## config.mk

```make
export PLATFORM = sky130hd
export DESIGN_NAME = mem_access_stage
export DESIGN_NICKNAME = d
export VERILOG_FILES = /design/src/rtl/mem_access_stage.sv
export SDC_FILE = /design/constraint.sdc
export NUM_CORES = 1
export LEC_CHECK = 0
export BUFFER_PORTS_ARGS = -buffer_cell sky130_fd_sc_hd__buf_2
export CAP_MARGIN = 20
export CORE_AREA = 2 2 148 150
export CTS_CLUSTER_SIZE = 8
export DETAILED_ROUTE_END_ITERATION = 10
export DIE_AREA = 0 0 150 152
export GPL_TIMING_DRIVEN = 1
export PLACE_DENSITY = 0.7
export SLEW_MARGIN = 20
export SYNTH_ARGS = -nofsm -noshare
export SYNTH_HDL_FRONTEND = slang
export SYNTH_SLANG_ARGS = --single-unit
```

## constraint.sdc

```tcl
create_clock -name clk -period 1.9 [get_ports clk]
set_input_delay 0.38 -clock clk [delete_from_list [all_inputs] [get_ports clk]]
set_output_delay 0.38 -clock clk [all_outputs]
set_load 0.02 [all_outputs]
```

## src/rtl/mem_access_stage.sv

```systemverilog
// Memory access stage: passes ALU results to writeback and runs loads/stores over a req/ack data port.
// Define MEM_ACCESS_STATS_EN to enable the load/store/stall/error counters; otherwise they read as zero.
`timescale 1ns/1ps
module mem_access_stage #(
  parameter int PCSIZE = 16,
  parameter int XLEN   = 32
) (
  input  logic              clk,
  input  logic              rst_n,
  input  logic              ex_valid,
  output logic              ex_ready,
  input  logic [XLEN-1:0]   ex_result,
  input  logic [XLEN-1:0]   ex_rs2,
  input  logic [4:0]        ex_rd,
  input  logic              ex_regwrite,
  input  logic              ex_memread,
  input  logic              ex_memwrite,
  input  logic [2:0]        ex_funct3,
  input  logic [PCSIZE-1:0] ex_pc,
  output logic              dmem_req,
  output logic              dmem_we,
  output logic [XLEN-1:0]   dmem_addr,
  output logic [XLEN-1:0]   dmem_wdata,
  output logic [3:0]        dmem_be,
  input  logic              dmem_ack,
  input  logic [XLEN-1:0]   dmem_rdata,
  output logic              wb_valid,
  output logic              wb_regwrite,
  output logic [4:0]        wb_rd,
  output logic [XLEN-1:0]   wb_data,
  output logic [PCSIZE-1:0] wb_pc,
  output logic              lsu_err,
  output logic [31:0]       stat_loads,
  output logic [31:0]       stat_stores,
  output logic [31:0]       stat_stall_cycles,
  output logic [31:0]       stat_errs
);

  typedef enum logic {IDLE, WAIT} state_t;

  state_t            state_q, state_d;
  logic              dmem_req_q, dmem_req_d;
  logic              dmem_we_q, dmem_we_d;
  logic [XLEN-1:0]   dmem_addr_q, dmem_addr_d;
  logic [XLEN-1:0]   dmem_wdata_q, dmem_wdata_d;
  logic [3:0]        dmem_be_q, dmem_be_d;
  logic              wb_valid_q, wb_valid_d;
  logic              wb_regwrite_q, wb_regwrite_d;
  logic [4:0]        wb_rd_q, wb_rd_d;
  logic [XLEN-1:0]   wb_data_q, wb_data_d;
  logic [PCSIZE-1:0] wb_pc_q, wb_pc_d;
  logic              lsu_err_q, lsu_err_d;
  logic [4:0]        rd_q, rd_d;
  logic [PCSIZE-1:0] pc_q, pc_d;
  logic [2:0]        funct3_q, funct3_d;
  logic [1:0]        off_q, off_d;
  logic              regwrite_q, regwrite_d;
  logic              isLoad_q, isLoad_d;

  logic              accept, isMem, funcOk, misaligned, accErr;
  logic [1:0]        off;
  logic [3:0]        laneBe;
  logic [XLEN-1:0]   storeData, loadWord, loadData;

  assign ex_ready = (state_q == IDLE);
  assign accept   = ex_valid & ex_ready;
  assign isMem    = ex_memread | ex_memwrite;
  assign off      = ex_result[1:0];

  // Decode legality, alignment and byte lanes of the incoming access.
  always_comb begin
    funcOk     = 1'b0;
    misaligned = 1'b0;
    case (ex_funct3)
      3'b000: funcOk = 1'b1;
      3'b001: begin funcOk = 1'b1; misaligned = off[0]; end
      3'b010: begin funcOk = 1'b1; misaligned = |off; end
      3'b100: funcOk = ex_memread;
      3'b101: begin funcOk = ex_memread; misaligned = off[0]; end
      default: funcOk = 1'b0;
    endcase
    accErr = (ex_memread & ex_memwrite) | ~funcOk | misaligned;
    case (ex_funct3[1:0])
      2'b00: begin laneBe = 4'b0001 << off;              storeData = {4{ex_rs2[7:0]}};  end
      2'b01: begin laneBe = off[1] ? 4'b1100 : 4'b0011;  storeData = {2{ex_rs2[15:0]}}; end
      default: begin laneBe = 4'b1111;                   storeData = ex_rs2;            end
    endcase
  end

  always_comb begin
    loadWord = dmem_rdata >> {off_q, 3'b000};
    case (funct3_q)
      3'b000:  loadData = {{24{loadWord[7]}}, loadWord[7:0]};
      3'b001:  loadData = {{16{loadWord[15]}}, loadWord[15:0]};
      3'b100:  loadData = {24'd0, loadWord[7:0]};
      3'b101:  loadData = {16'd0, loadWord[15:0]};
      default: loadData = dmem_rdata;
    endcase
  end

  always_comb begin
    state_d       = state_q;
    dmem_req_d    = dmem_req_q;
    dmem_we_d     = dmem_we_q;
    dmem_addr_d   = dmem_addr_q;
    dmem_wdata_d  = dmem_wdata_q;
    dmem_be_d     = dmem_be_q;
    wb_valid_d    = 1'b0;
    wb_regwrite_d = wb_regwrite_q;
    wb_rd_d       = wb_rd_q;
    wb_data_d     = wb_data_q;
    wb_pc_d       = wb_pc_q;
    lsu_err_d     = 1'b0;
    rd_d          = rd_q;
    pc_d          = pc_q;
    funct3_d      = funct3_q;
    off_d         = off_q;
    regwrite_d    = regwrite_q;
    isLoad_d      = isLoad_q;
    case (state_q)
      IDLE: begin
        if (accept) begin
          if (!isMem) begin
            wb_valid_d    = 1'b1;
            wb_data_d     = ex_result;
            wb_rd_d       = ex_rd;
            wb_regwrite_d = ex_regwrite;
            wb_pc_d       = ex_pc;
          end else if (accErr) begin
            wb_valid_d    = 1'b1;
            lsu_err_d     = 1'b1;
            wb_regwrite_d = 1'b0;
            wb_rd_d       = ex_rd;
            wb_data_d     = ex_result;
            wb_pc_d       = ex_pc;
          end else begin
            state_d      = WAIT;
            rd_d         = ex_rd;
            pc_d         = ex_pc;
            funct3_d     = ex_funct3;
            off_d        = off;
            regwrite_d   = ex_regwrite;
            isLoad_d     = ex_memread;
            dmem_req_d   = 1'b1;
            dmem_we_d    = ex_memwrite;
            dmem_addr_d  = {ex_result[XLEN-1:2], 2'b00};
            dmem_be_d    = laneBe;
            dmem_wdata_d = ex_memwrite ? storeData : '0;
          end
        end
      end
      WAIT: begin
        // Request fields stay frozen until the memory acknowledges.
        if (dmem_ack) begin
          state_d       = IDLE;
          dmem_req_d    = 1'b0;
          dmem_we_d     = 1'b0;
          dmem_be_d     = 4'b0000;
          dmem_addr_d   = '0;
          dmem_wdata_d  = '0;
          wb_valid_d    = 1'b1;
          wb_rd_d       = rd_q;
          wb_pc_d       = pc_q;
          wb_regwrite_d = isLoad_q & regwrite_q;
          wb_data_d     = isLoad_q ? loadData : '0;
        end
      end
      default: state_d = IDLE;
    endcase
  end

  always_ff @(posedge clk or negedge rst_n) begin
    if (!rst_n) begin
      state_q       <= IDLE;
      dmem_req_q    <= 1'b0;
      dmem_we_q     <= 1'b0;
      dmem_addr_q   <= '0;
      dmem_wdata_q  <= '0;
      dmem_be_q     <= 4'b0000;
      wb_valid_q    <= 1'b0;
      wb_regwrite_q <= 1'b0;
      wb_rd_q       <= '0;
      wb_data_q     <= '0;
      wb_pc_q       <= '0;
      lsu_err_q     <= 1'b0;
      rd_q          <= '0;
      pc_q          <= '0;
      funct3_q      <= '0;
      off_q         <= '0;
      regwrite_q    <= 1'b0;
      isLoad_q      <= 1'b0;
    end else begin
      state_q       <= state_d;
      dmem_req_q    <= dmem_req_d;
      dmem_we_q     <= dmem_we_d;
      dmem_addr_q   <= dmem_addr_d;
      dmem_wdata_q  <= dmem_wdata_d;
      dmem_be_q     <= dmem_be_d;
      wb_valid_q    <= wb_valid_d;
      wb_regwrite_q <= wb_regwrite_d;
      wb_rd_q       <= wb_rd_d;
      wb_data_q     <= wb_data_d;
      wb_pc_q       <= wb_pc_d;
      lsu_err_q     <= lsu_err_d;
      rd_q          <= rd_d;
      pc_q          <= pc_d;
      funct3_q      <= funct3_d;
      off_q         <= off_d;
      regwrite_q    <= regwrite_d;
      isLoad_q      <= isLoad_d;
    end
  end

  assign dmem_req    = dmem_req_q;
  assign dmem_we     = dmem_we_q;
  assign dmem_addr   = dmem_addr_q;
  assign dmem_wdata  = dmem_wdata_q;
  assign dmem_be     = dmem_be_q;
  assign wb_valid    = wb_valid_q;
  assign wb_regwrite = wb_regwrite_q;
  assign wb_rd       = wb_rd_q;
  assign wb_data     = wb_data_q;
  assign wb_pc       = wb_pc_q;
  assign lsu_err     = lsu_err_q;

`ifdef MEM_ACCESS_STATS_EN
  logic [31:0] stat_loads_q, stat_stores_q, stat_stall_q, stat_errs_q;
  logic        ackInWait;

  assign ackInWait = (state_q == WAIT) & dmem_ack;

  // Counters wrap naturally at 2^32.
  always_ff @(posedge clk or negedge rst_n) begin
    if (!rst_n) begin
      stat_loads_q  <= '0;
      stat_stores_q <= '0;
      stat_stall_q  <= '0;
      stat_errs_q   <= '0;
    end else begin
      if (ackInWait & isLoad_q)              stat_loads_q  <= stat_loads_q + 32'd1;
      if (ackInWait & ~isLoad_q)             stat_stores_q <= stat_stores_q + 32'd1;
      if ((state_q == WAIT) & ~dmem_ack)     stat_stall_q  <= stat_stall_q + 32'd1;
      if (lsu_err_d)                         stat_errs_q   <= stat_errs_q + 32'd1;
    end
  end

  assign stat_loads        = stat_loads_q;
  assign stat_stores       = stat_stores_q;
  assign stat_stall_cycles = stat_stall_q;
  assign stat_errs         = stat_errs_q;
`else
  assign stat_loads        = '0;
  assign stat_stores       = '0;
  assign stat_stall_cycles = '0;
  assign stat_errs         = '0;
`endif

endmodule

```

Word-level counts from Yosys, hierarchy flattened
Cells that the tools add are included.
{"block": "totals", "output_inout_bits": 255, "ff_bits": 155}
{"block": "classes", "n_shift": 2, "n_bitwise": 9, "mux": 64, "eq_ne": 13, "reduce_logical": 10}
{"cell": "32-bit two-way mux", "count": 13}
{"cell": "32-bit case mux with 2 select lines", "count": 4}
{"cell": "32-bit case mux with 4 select lines", "count": 1}
{"cell": "16-bit two-way mux", "count": 4}
{"cell": "16-bit case mux with 2 select lines", "count": 1}
{"cell": "32-bit by 5-bit >> shifter with 16-bit output", "count": 1}
{"cell": "1-bit two-way mux", "count": 22}
{"cell": "4-bit two-way mux", "count": 5}
{"cell": "5-bit two-way mux", "count": 4}
{"cell": "4-bit case mux with 2 select lines", "count": 2}
{"cell": "1-bit case mux with 2 select lines", "count": 7}
{"cell": "3-bit equality test, second input constant", "count": 4}
{"cell": "5-bit case mux with 2 select lines", "count": 1}
{"cell": "4-bit AND reduction", "count": 2}
{"cell": "3-bit by 1-bit equality test with 1-bit output, second input constant", "count": 2}
{"cell": "3-bit logical NOT", "count": 2}
{"cell": "2-bit OR reduction", "count": 3}
{"cell": "2-bit by 1-bit != test with 1-bit output, second input constant", "count": 2}
{"cell": "2-bit != test, second input constant", "count": 2}
{"cell": "1-bit by 2-bit << shifter with 4-bit output, first input constant", "count": 1}
{"cell": "1-bit AND", "count": 3}
{"cell": "3-bit by 2-bit equality test with 1-bit output, second input constant", "count": 1}
{"cell": "3-bit by 2-bit != test with 1-bit output, second input constant", "count": 1}
{"cell": "1-bit NOT", "count": 3}
{"cell": "5 further kinds", "count": 7}

Depth between registers and ports, before layout
Gate-level depths: netlist of the first run.
{"block": "depth", "word_depth": 10, "depth_mapped": 8, "mapped_depth_nobuf": 5}

Least setup slack after synthesis of the first run
No wires, ideal clock.
{"block": "synth_path", "path_kind": "input -> register", "from": "input port ex_funct3[1]", "to": "register dmem_addr_q[19] (netlist: dmem_addr[19])", "arrival_ps": 1819, "setup_ps": 121, "path_stages": 7, "slack_ps": -40, "cell_sequence": "clkbuf_1 nand2b_1 a2111oi_4 a21oi_1 buf_2 buf_2 a22o_1"}
{"block": "synth_between", "elab_chain_len": 8, "word_cells_on_any_way": 15}
{"item": "start, declared", "line": "18", "source": "input logic [2:0] ex_funct3,"}
{"item": "3-bit by 2-bit equality test with 1-bit output, or another cell as far along", "line": "74", "source": "case (ex_funct3)"}
{"item": "3-bit OR reduction (no source line) / 2-bit OR reduction (equally long branches)"}
{"item": "1-bit case mux with 2 select lines", "line": "74"}
{"item": "1-bit NOT", "line": "82", "source": "accErr = (ex_memread & ex_memwrite) | ~funcOk | misaligned;"}
{"item": "1-bit bitwise OR", "line": "82"}
{"item": "1-bit bitwise OR (*)", "line": "82"}
{"item": "2-bit != test (no source line) (*)"}
{"item": "4-bit AND reduction (no source line) (*)"}
{"item": "end signal, assigned", "line": "196", "source": "dmem_addr_q <= dmem_addr_d;"}
{"item": "end, declared", "line": "44", "source": "logic [XLEN-1:0] dmem_addr_q, dmem_addr_d;"}
Every way passes the cells marked *; elsewhere a longest branch is shown, timed or not.
A chain may end at the register's enable or synchronous reset.

Worst setup path in the final report of the first run
{"block": "layout_path", "from": "register off_q[1]", "to": "register wb_data_q[9] (netlist: wb_data[9])"}
{"block": "layout_between", "elab_chain_len": 5}
{"item": "start, declared", "line": "56", "source": "logic [1:0] off_q, off_d;"}
{"item": "start signal, assigned", "line": "189", "source": "off_q <= '0;"}
{"item": "start signal, assigned", "line": "208", "source": "off_q <= off_d;"}
{"item": "32-bit by 5-bit >> shifter with 16-bit output", "line": "91", "source": "loadWord = dmem_rdata >> {off_q, 3'b000};"}
{"item": "32-bit case mux with 4 select lines", "line": "92", "source": "case (funct3_q)"}
{"item": "32-bit two-way mux", "line": "165", "source": "wb_data_d = isLoad_q ? loadData : '0;"}
{"item": "32-bit two-way mux", "line": "154", "source": "if (dmem_ack) begin"}
{"item": "32-bit case mux with 2 select lines", "line": "120", "source": "case (state_q)"}
{"item": "end signal, assigned", "line": "202", "source": "wb_data_q <= wb_data_d;"}
{"item": "end, declared", "line": "50", "source": "logic [XLEN-1:0] wb_data_q, wb_data_d;"}
No other way between the ends. The select of a mux whose other input is x is not followed.

==> impl_metrics.py, run 1 <==
metrics = {
    "critical_path": {
        "crit_path_top_delay_cell": "mux4_2",
        "crit_top_cell": "a21oi_1",
        "path_max_fanout": 7,
        "endpoint_kind": "register",
        "cp_cell_sequence": "mux4_2, a21oi_1, nor3_1, buf_4, a221oi_1, a21oi_1",
        "critPathBufInv": 1,
        "crit_type": "reg2reg",
        "crit_path_start_kind": "register",
        "cp.arrival_ps": 2100,
        "cp_top_family": "multiplexers",
        "max_stage_delay_ps": 540,
        "required_ps": 2180,
    },
    "synthesis": {
        "yosysWarningCount": 0,
        "synth_mux_area_share_pct": 6.792,
        "synth-simple-area-share_pct": 12.14,
        "syn_area_mm2": 0.007995,
        "synth_adder_area_share_pct": 0,
        "async_flop_share_pct": 100.0,
        "synth_area_per_cell_um2": 9.473,
        "ys_seq_elements": 153,
        "synth_compound_area_share_pct": 17.39,
        "yosysSeqAreaShare_pct": 47.89,
        "synth_edf_count": 0,
        "synth_top_family_by_area": "compound AO/OA/AOI/OAI gates",
        "synth_flop_cell": "dfrtp_1",
        "ys_types": 38,
        "synth_xor_area_share_pct": 0,
        "synth_cells": 844,
    },
    "power": {
        "clockPowerShare_pct": 29.9,
        "seqPwrFrac_pct": 38.0,
        "p_comb_share_pct": 32.2,
        "intPower_uw": 7298,
        "vdd_ir_drop_max_mv": 0.4949,
        "p_leak_uw": 0.005183,
        "powerDensity_mw_per_mm2": 1155,
        "switching_power_uw": 4281,
        "switching_share_pct": 36.97,
    },
    "final_layout": {
        "fin_nets": 1234,
        "final-instance-count-excl-fill": 1401,
        "syn2layout_area_growth_pct": 25.38,
        "drive_above_1_share_pct": 30.54,
        "final_common_cell": "buf_2",
        "mostFrequentLayoutCells": "250 x buf_2, 152 x dfrtp_1, 130 x conb_1",
        "fin_util_pct": 46.95,
    },
    "global_routing": {
        "grt_usage_pct": 20.47,
        "overflow": 0,
        "grt_pass1_vias": 6277,
        "antenna_found_initial": 1,
        "grt_max_degree": 57,
        "grt_pass1_wl_mm": 36.12,
    },
    "sta": {
        "rsz0062_at_grt": "yes",
        "fin_crit_ps": 1817,
        "timing.hold.ws_ps": 168.1,
        "maxSlewViolCount": 0,
        "fin_tns_setup_ps": 0,
        "finalHoldViolations": 0,
        "setup_ws_ps": 82.88,
        "finClkSkew_ps": 8.749,
        "setup_viol": 0,
        "max_freq_mhz": 550.3,
        "fin_crit_sh_pct": 95.64,
    },
    "placement": {
        "dp_hpwl_mm": 17.79,
        "port_buffers": 251,
        "place_congestion": 0.9359,
        "dp_slack_ps": -85.69,
        "dp.cells": 1367,
    },
    "clock_tree": {
        "cts-root-buf": "clkbuf_16",
        "cts_buffers": 17,
        "cts_setup_buffers": 0,
        "h-tree-depth": 4,
        "cts_buffer_depth": 2,
        "clock-sinks": 153,
        "clkSlewWorstSetupHoldPaths_ps": 70,
        "clk_latency_ps": 410,
        "cts_tree": "built",
    },
    "outcome": {
        "status": "complete, no violations",
    },
    "die": {
        "fp.dieArea_mm2": 0.02280,
        "fp.dieH_um": 152,
        "rows": 54,
        "start_util_pct": 37.45,
        "die_x_um": 150,
        "core-area_mm2": 0.02135,
        "pin_count": 382,
    },
    "detailed_routing": {
        "drt-total-wl_mm": 23.93,
        "vias": 6766,
        "drc": 0,
        "ant_nets": 0,
        "vias_per_cell": 4.829,
        "drtIter0Drc": 377,
        "first_pass_iters": 5,
        "wl_per_cell_um": 17.08,
    },
    "flow_run": {
        "cap_violations": 0,
    },
    "hold_path": {
        "worst_hold_path_type": "in2reg",
    },
}
-- worst register-to-register path, cell delays in order (launching register included) --
cell and delay [ps]:
dfrtp_1 380, mux4_2 540, a21oi_1 160, nor3_1 50, buf_4 170, a221oi_1 270, a21oi_1 110
-- final timing paths --
kind	start	endpoint	slack [ps]	depth (start not counted)
max	off_q[1]	wb_data[9]	80	6
min	dmem_ack	state_q	170	2
max reg2reg	off_q[1]	wb_data[9]	80	6
min reg2reg	dmem_wdata[10]	dmem_wdata[10]	470	2
max in group asynchronous	rst_n	pc_q[7]	900	3
min in group asynchronous	rst_n	wb_data[5]	450	2
-- per-layer routing --
metal / up-vias / track usage [%] / part of all wire (%)
met5: - / 0 / 0
met4: 0 / 6.155 / 1.8
met3: 28 / 4.174 / 6.7
met2: 303 / 34.14 / 49
met1: 3254 / 26.79 / 42
li1: 3181 / - / -
-- sequential cells by signal, summed over array words and instances (netlist names) --
name,count
dmem_addr,30
dmem_be,4
dmem_req,1
dmem_wdata,32
dmem_we,1
funct3_q,3
isLoad_q,1
lsu_err,1
off_q,2
pc_q,16
rd_q,5
regwrite_q,1
state_q,1
wb_data,32
wb_pc,16
wb_rd,5
wb_regwrite,1
wb_valid,1
-- cells by family after synthesis --
family | count (synthesis)
other | 1
buffers and inverters | 200
AOI/OAI and AO/OA | 203
DFF | 153
muxes | 53
and+or+nand+nor | 234
-- stage by stage --
| stage | total power (µW) | area (µm²) |
|---|---|---|
| 6_report | 11580 | 10020 |
| 5_1_grt | 12210 | 10020 |
| 4_1_cts | 11680 | 10010 |
| 3_5_place_dp | 8166 | 9402 |
| 3_3_place_gp | 8102 | 9402 |
| 2_1_floorplan | 6900 | 8484 |
-- Yosys cell counts (2+ instances only) --
| cell | count | area [µm²] |
|---|---|---|
| nor2b_1 | 5 | 31.28 |
| a31oi_1 | 10 | 62.56 |
| nand2_1 | 128 | 480.5 |
| o211ai_1 | 2 | 15.01 |
| a32oi_1 | 17 | 148.9 |
| nor2_1 | 69 | 259.0 |
| and3_1 | 8 | 50.05 |
| and2_1 | 5 | 31.28 |
| buf_2 | 16 | 80.08 |
| nand2b_1 | 12 | 75.07 |
| a21oi_1 | 66 | 330.3 |
| a22o_1 | 39 | 341.6 |
| a211oi_1 | 2 | 15.01 |
| a221oi_1 | 7 | 61.31 |
| nor3_1 | 3 | 15.01 |
| clkbuf_1 | 36 | 135.1 |
| o21ai_1 | 8 | 40.04 |
| inv_1 | 12 | 45.04 |
| o21ai_0 | 23 | 115.1 |
| o221ai_1 | 8 | 70.07 |
| buf_4 | 130 | 975.9 |
| mux2i_1 | 52 | 520.5 |
| dfrtp_1 | 153 | 3829 |
| a22oi_1 | 8 | 60.06 |
| buf_1 | 5 | 18.77 |
| o31ai_1 | 8 | 60.06 |
-- timing repair --
action,in CTS,in global routing
pin swaps,0,0
setup endpoints to repair,1,6
gates resized for setup,1,2
hold endpoints to repair,30,0
hold buffers,1,0
-- cell type report --
type / count / area [µm²]
fillers: 2087 / 11330
flip-flops and latches: 153 / 3830
multi-input cells: 620 / 3417
repair buffers: 302 / 1777
clock buffers: 20 / 456.7
well taps: 280 / 350.3
clock inverters: 12 / 140.1
inverters: 13 / 51.30
diodes: 1 / 2.502
-- power by group through the flow --
stage,combinational [µW],clock [µW],sequential [µW]
finish,3720,3460,4400
global route,4040,3690,4480
CTS,3740,3550,4390
detailed placement,3730,0,4430
global placement,3670,0,4430
floorplan,1790,0,5110
(Power assumes the default switching activity.)
==> run 2, diff against run 1 <==
--- a/config.mk
+++ b/config.mk
@@ -5,14 +5,15 @@
 export SDC_FILE = /design/constraint.sdc
 export NUM_CORES = 1
 export LEC_CHECK = 0
+export ABC_AREA = 1
 export BUFFER_PORTS_ARGS = -buffer_cell sky130_fd_sc_hd__buf_2
 export CAP_MARGIN = 20
-export CORE_AREA = 2 2 148 150
+export CORE_AREA = 2 2 149 151
 export CTS_CLUSTER_SIZE = 8
 export DETAILED_ROUTE_END_ITERATION = 10
-export DIE_AREA = 0 0 150 152
+export DIE_AREA = 0 0 151 153
 export GPL_TIMING_DRIVEN = 1
-export PLACE_DENSITY = 0.7
+export PLACE_DENSITY = 0.74
 export SLEW_MARGIN = 20
 export SYNTH_ARGS = -nofsm -noshare
 export SYNTH_HDL_FRONTEND = slang
==> run 2 against run 1 <==
Against the previous run: core utilization increased by 2.5 points; wire length increased by 9.6%; critical path depth decreased by 3; sequential power about the same; maximum frequency increased by 1.5%; clock power decreased by 2%; synthesized cell count increased by 40%; design area increased by 6.1%; largest cell class is now multi-input gates.
==> impl_metrics.py, run 2 <==
metrics = {
    "outcome": {
        "status": "complete, no violations",
    },
    "global_routing": {
        "overflow": 0,
        "grt_max_degree": 70,
        "grt_pass1_vias": 7589,
        "antenna_found_initial": 0,
        "grt_usage_pct": 22.17,
        "grt_pass1_wl_mm": 39.94,
    },
    "synthesis": {
        "yosysSeqAreaShare_pct": 43.34,
        "ys_types": 32,
        "yosysMostFrequentCell": "nand2_1",
        "synth_area_per_cell_um2": 7.486,
        "synth_cells": 1180,
        "ys_top_cells_by_area": "dfrtp_1 43%, nand2_1 20%, buf_4 11%",
        "synth_edf_count": 0,
        "ys_seq_elements": 153,
        "syn_area_mm2": 0.008833,
        "synth_flop_cell": "dfrtp_1",
        "netlist.area_leader.share_pct": 43.34,
        "yosysWarningCount": 0,
        "async_flop_share_pct": 100.0,
        "yosysTopAreaCell": "dfrtp_1",
        "ys_top_cells_by_count": "461 x nand2_1, 153 x dfrtp_1, 132 x buf_4, 84 x nand3_1, 71 x o21ai_0",
    },
    "clock_tree": {
        "cts-root-buf": "clkbuf_16",
        "cts_buffer_depth": 2,
        "clk_latency_ps": 430,
        "h-tree-depth": 4,
        "cts_buffers": 17,
        "cts_tree": "built",
        "clock-sinks": 153,
        "clkSlewWorstSetupHoldPaths_ps": 70,
    },
    "die": {
        "core-area_mm2": 0.02149,
        "die_x_um": 151,
        "rows": 54,
        "start_util_pct": 41.11,
        "pin_count": 382,
        "fp.dieH_um": 153,
        "fp.dieArea_mm2": 0.02310,
    },
    "sta": {
        "finalHoldViolations": 0,
        "rsz0062_at_grt": "no",
        "fin_tns_setup_ps": 0,
        "fin_crit_ps": 1791,
        "timing.hold.ws_ps": 156.2,
        "max_freq_mhz": 558.4,
        "finClkSkew_ps": 7.912,
        "maxSlewViolCount": 0,
        "fin_crit_sh_pct": 94.25,
        "setup_viol": 0,
    },
    "power": {
        "vdd_ir_drop_max_mv": 0.5520,
        "p_leak_uw": 0.006248,
        "powerDensity_mw_per_mm2": 1089,
    },
    "critical_path": {
        "required_ps": 1520,
        "rr_endpoint": "wb_data[29]",
        "cp.arrival_ps": 1410,
        "r2r_cells": 11,
        "cp-startpoint": "state_q",
        "max_stage_delay_ps": 490,
        "r2r_start": "off_q[0]",
        "endpoint": "ex_ready",
        "path_max_fanout": 19,
        "crit_path_start_kind": "register",
        "crit_path_top_delay_cell": "dfrtp_2",
        "rrSetupSlack_ps": 200,
        "crit_type": "reg2out",
        "endpoint_kind": "primary output",
        "cp_cell_sequence": "inv_4, buf_8, buf_2",
    },
    "detailed_routing": {
        "met3_length_mm": 2.014,
        "wl_per_cell_um": 15.25,
        "drc": 0,
        "vias_per_cell": 4.715,
        "drt-total-wl_mm": 26.23,
        "highest_layer": "met4",
        "drtIter0Drc": 451,
        "first_pass_iters": 5,
        "wl_met2_mm": 12.63,
        "ant_nets": 0,
        "wl_met1_mm": 10.97,
        "vias": 8109,
    },
    "final_layout": {
        "fin_util_pct": 49.48,
        "final-instance-count-excl-fill": 1720,
        "fin_nets": 1553,
        "final_common_cell": "nand2_1",
        "fillers": 2165,
        "drive_above_1_share_pct": 25.57,
        "syn2layout_area_growth_pct": 20.35,
        "mostFrequentLayoutCells": "460 x nand2_1, 250 x buf_2, 150 x dfrtp_1",
    },
    "placement": {
        "port_buffers": 251,
        "place_congestion": 0.9046,
        "dp_hpwl_mm": 19.57,
        "dp.cells": 1686,
    },
    "hold_path": {
        "worst_hold_path_type": "in2reg",
    },
    "flow_run": {
        "cap_violations": 0,
    },
}
[run 2: kinds of logic after synthesis]
| kind of cell | Yosys count | synth area share [%] |
|---|---|---|
| other cells | 1 | 0.04245 |
| mux | 5 | 0.5666 |
| buf+inv | 259 | 18.12 |
| simple gates | 627 | 28.98 |
| compound gates | 135 | 8.952 |
| flops | 153 | 43.34 |
[run 2: how the worst min path moves through the flow]
| stage | from | to | depth (start not counted) |
|---|---|---|---|
| 6_report | ex_rd[0] | rd_q[0] | 3 |
| 5_1_grt | ex_rd[0] | rd_q[0] | 3 |
| 4_1_cts | ex_rd[0] | rd_q[0] | 3 |
| 3_5_place_dp | rst_n | wb_pc[13] | 1 |
| 3_3_place_gp | rst_n | pc_q[13] | 1 |
| 2_1_floorplan | rst_n | dmem_addr[10] | 0 |
[run 2: per-layer routing]
layer	up-vias	global-route usage, %
li1	3966	-
met4	0	7.521
met2	372	36.82
met5	-	0
met3	38	4.836
met1	3733	28.55
[run 2: layout make-up]
| cell class | count | area (µm²) | area share [%] |
|---|---|---|---|
| Clock buffer | 17 | 425.4 | 4.001 |
| Multi-Input combinational cell | 897 | 3904 | 36.72 |
| Clock inverter | 15 | 150.1 | 1.412 |
| Antenna cell | 1 | 2.502 | 0.02354 |
| Timing Repair Buffer | 295 | 1728 | 16.25 |
| Sequential cell | 153 | 3832 | 36.05 |
| Tap cell | 280 | 350.3 | 3.295 |
| Inverter | 62 | 239.0 | 2.248 |
[run 2: worst max-delay path, delay by kind of cell, from the launching register on]
kind,cells,cell delay (ps)
flops,1,490
buf+inv,3,470
[run 2: per-stage QoR]
| step | instance area [µm²] | setup WS, ps | power, µW |
|---|---|---|---|
| final | 10630 | 109.2 | 11570 |
| after global routing | 10630 | 13.15 | 12240 |
| after CTS | 10620 | 19.87 | 11650 |
| after detailed placement | 10030 | 81.48 | 8241 |
| after global placement | 10030 | 127.2 | 8167 |
| after floorplan | 9318 | 325.5 | 7012 |
[run 2: power breakdown]
part           internal (µW)  switching [µW]  leakage, µW
clock network           1750            1630     0.000279
registers               3950             440      0.00195
logic                   1220            2580      0.00402
total                   6920            4650      0.00625
[run 2: timing repair]
action / in CTS / in global routing
hold endpoints to repair: 39 / 0
hold buffers: 1 / 0
setup endpoints to repair: 1 / 5
setup buffers: 0 / 0
resized for setup: 2 / 5
gates cloned: 0 / 0
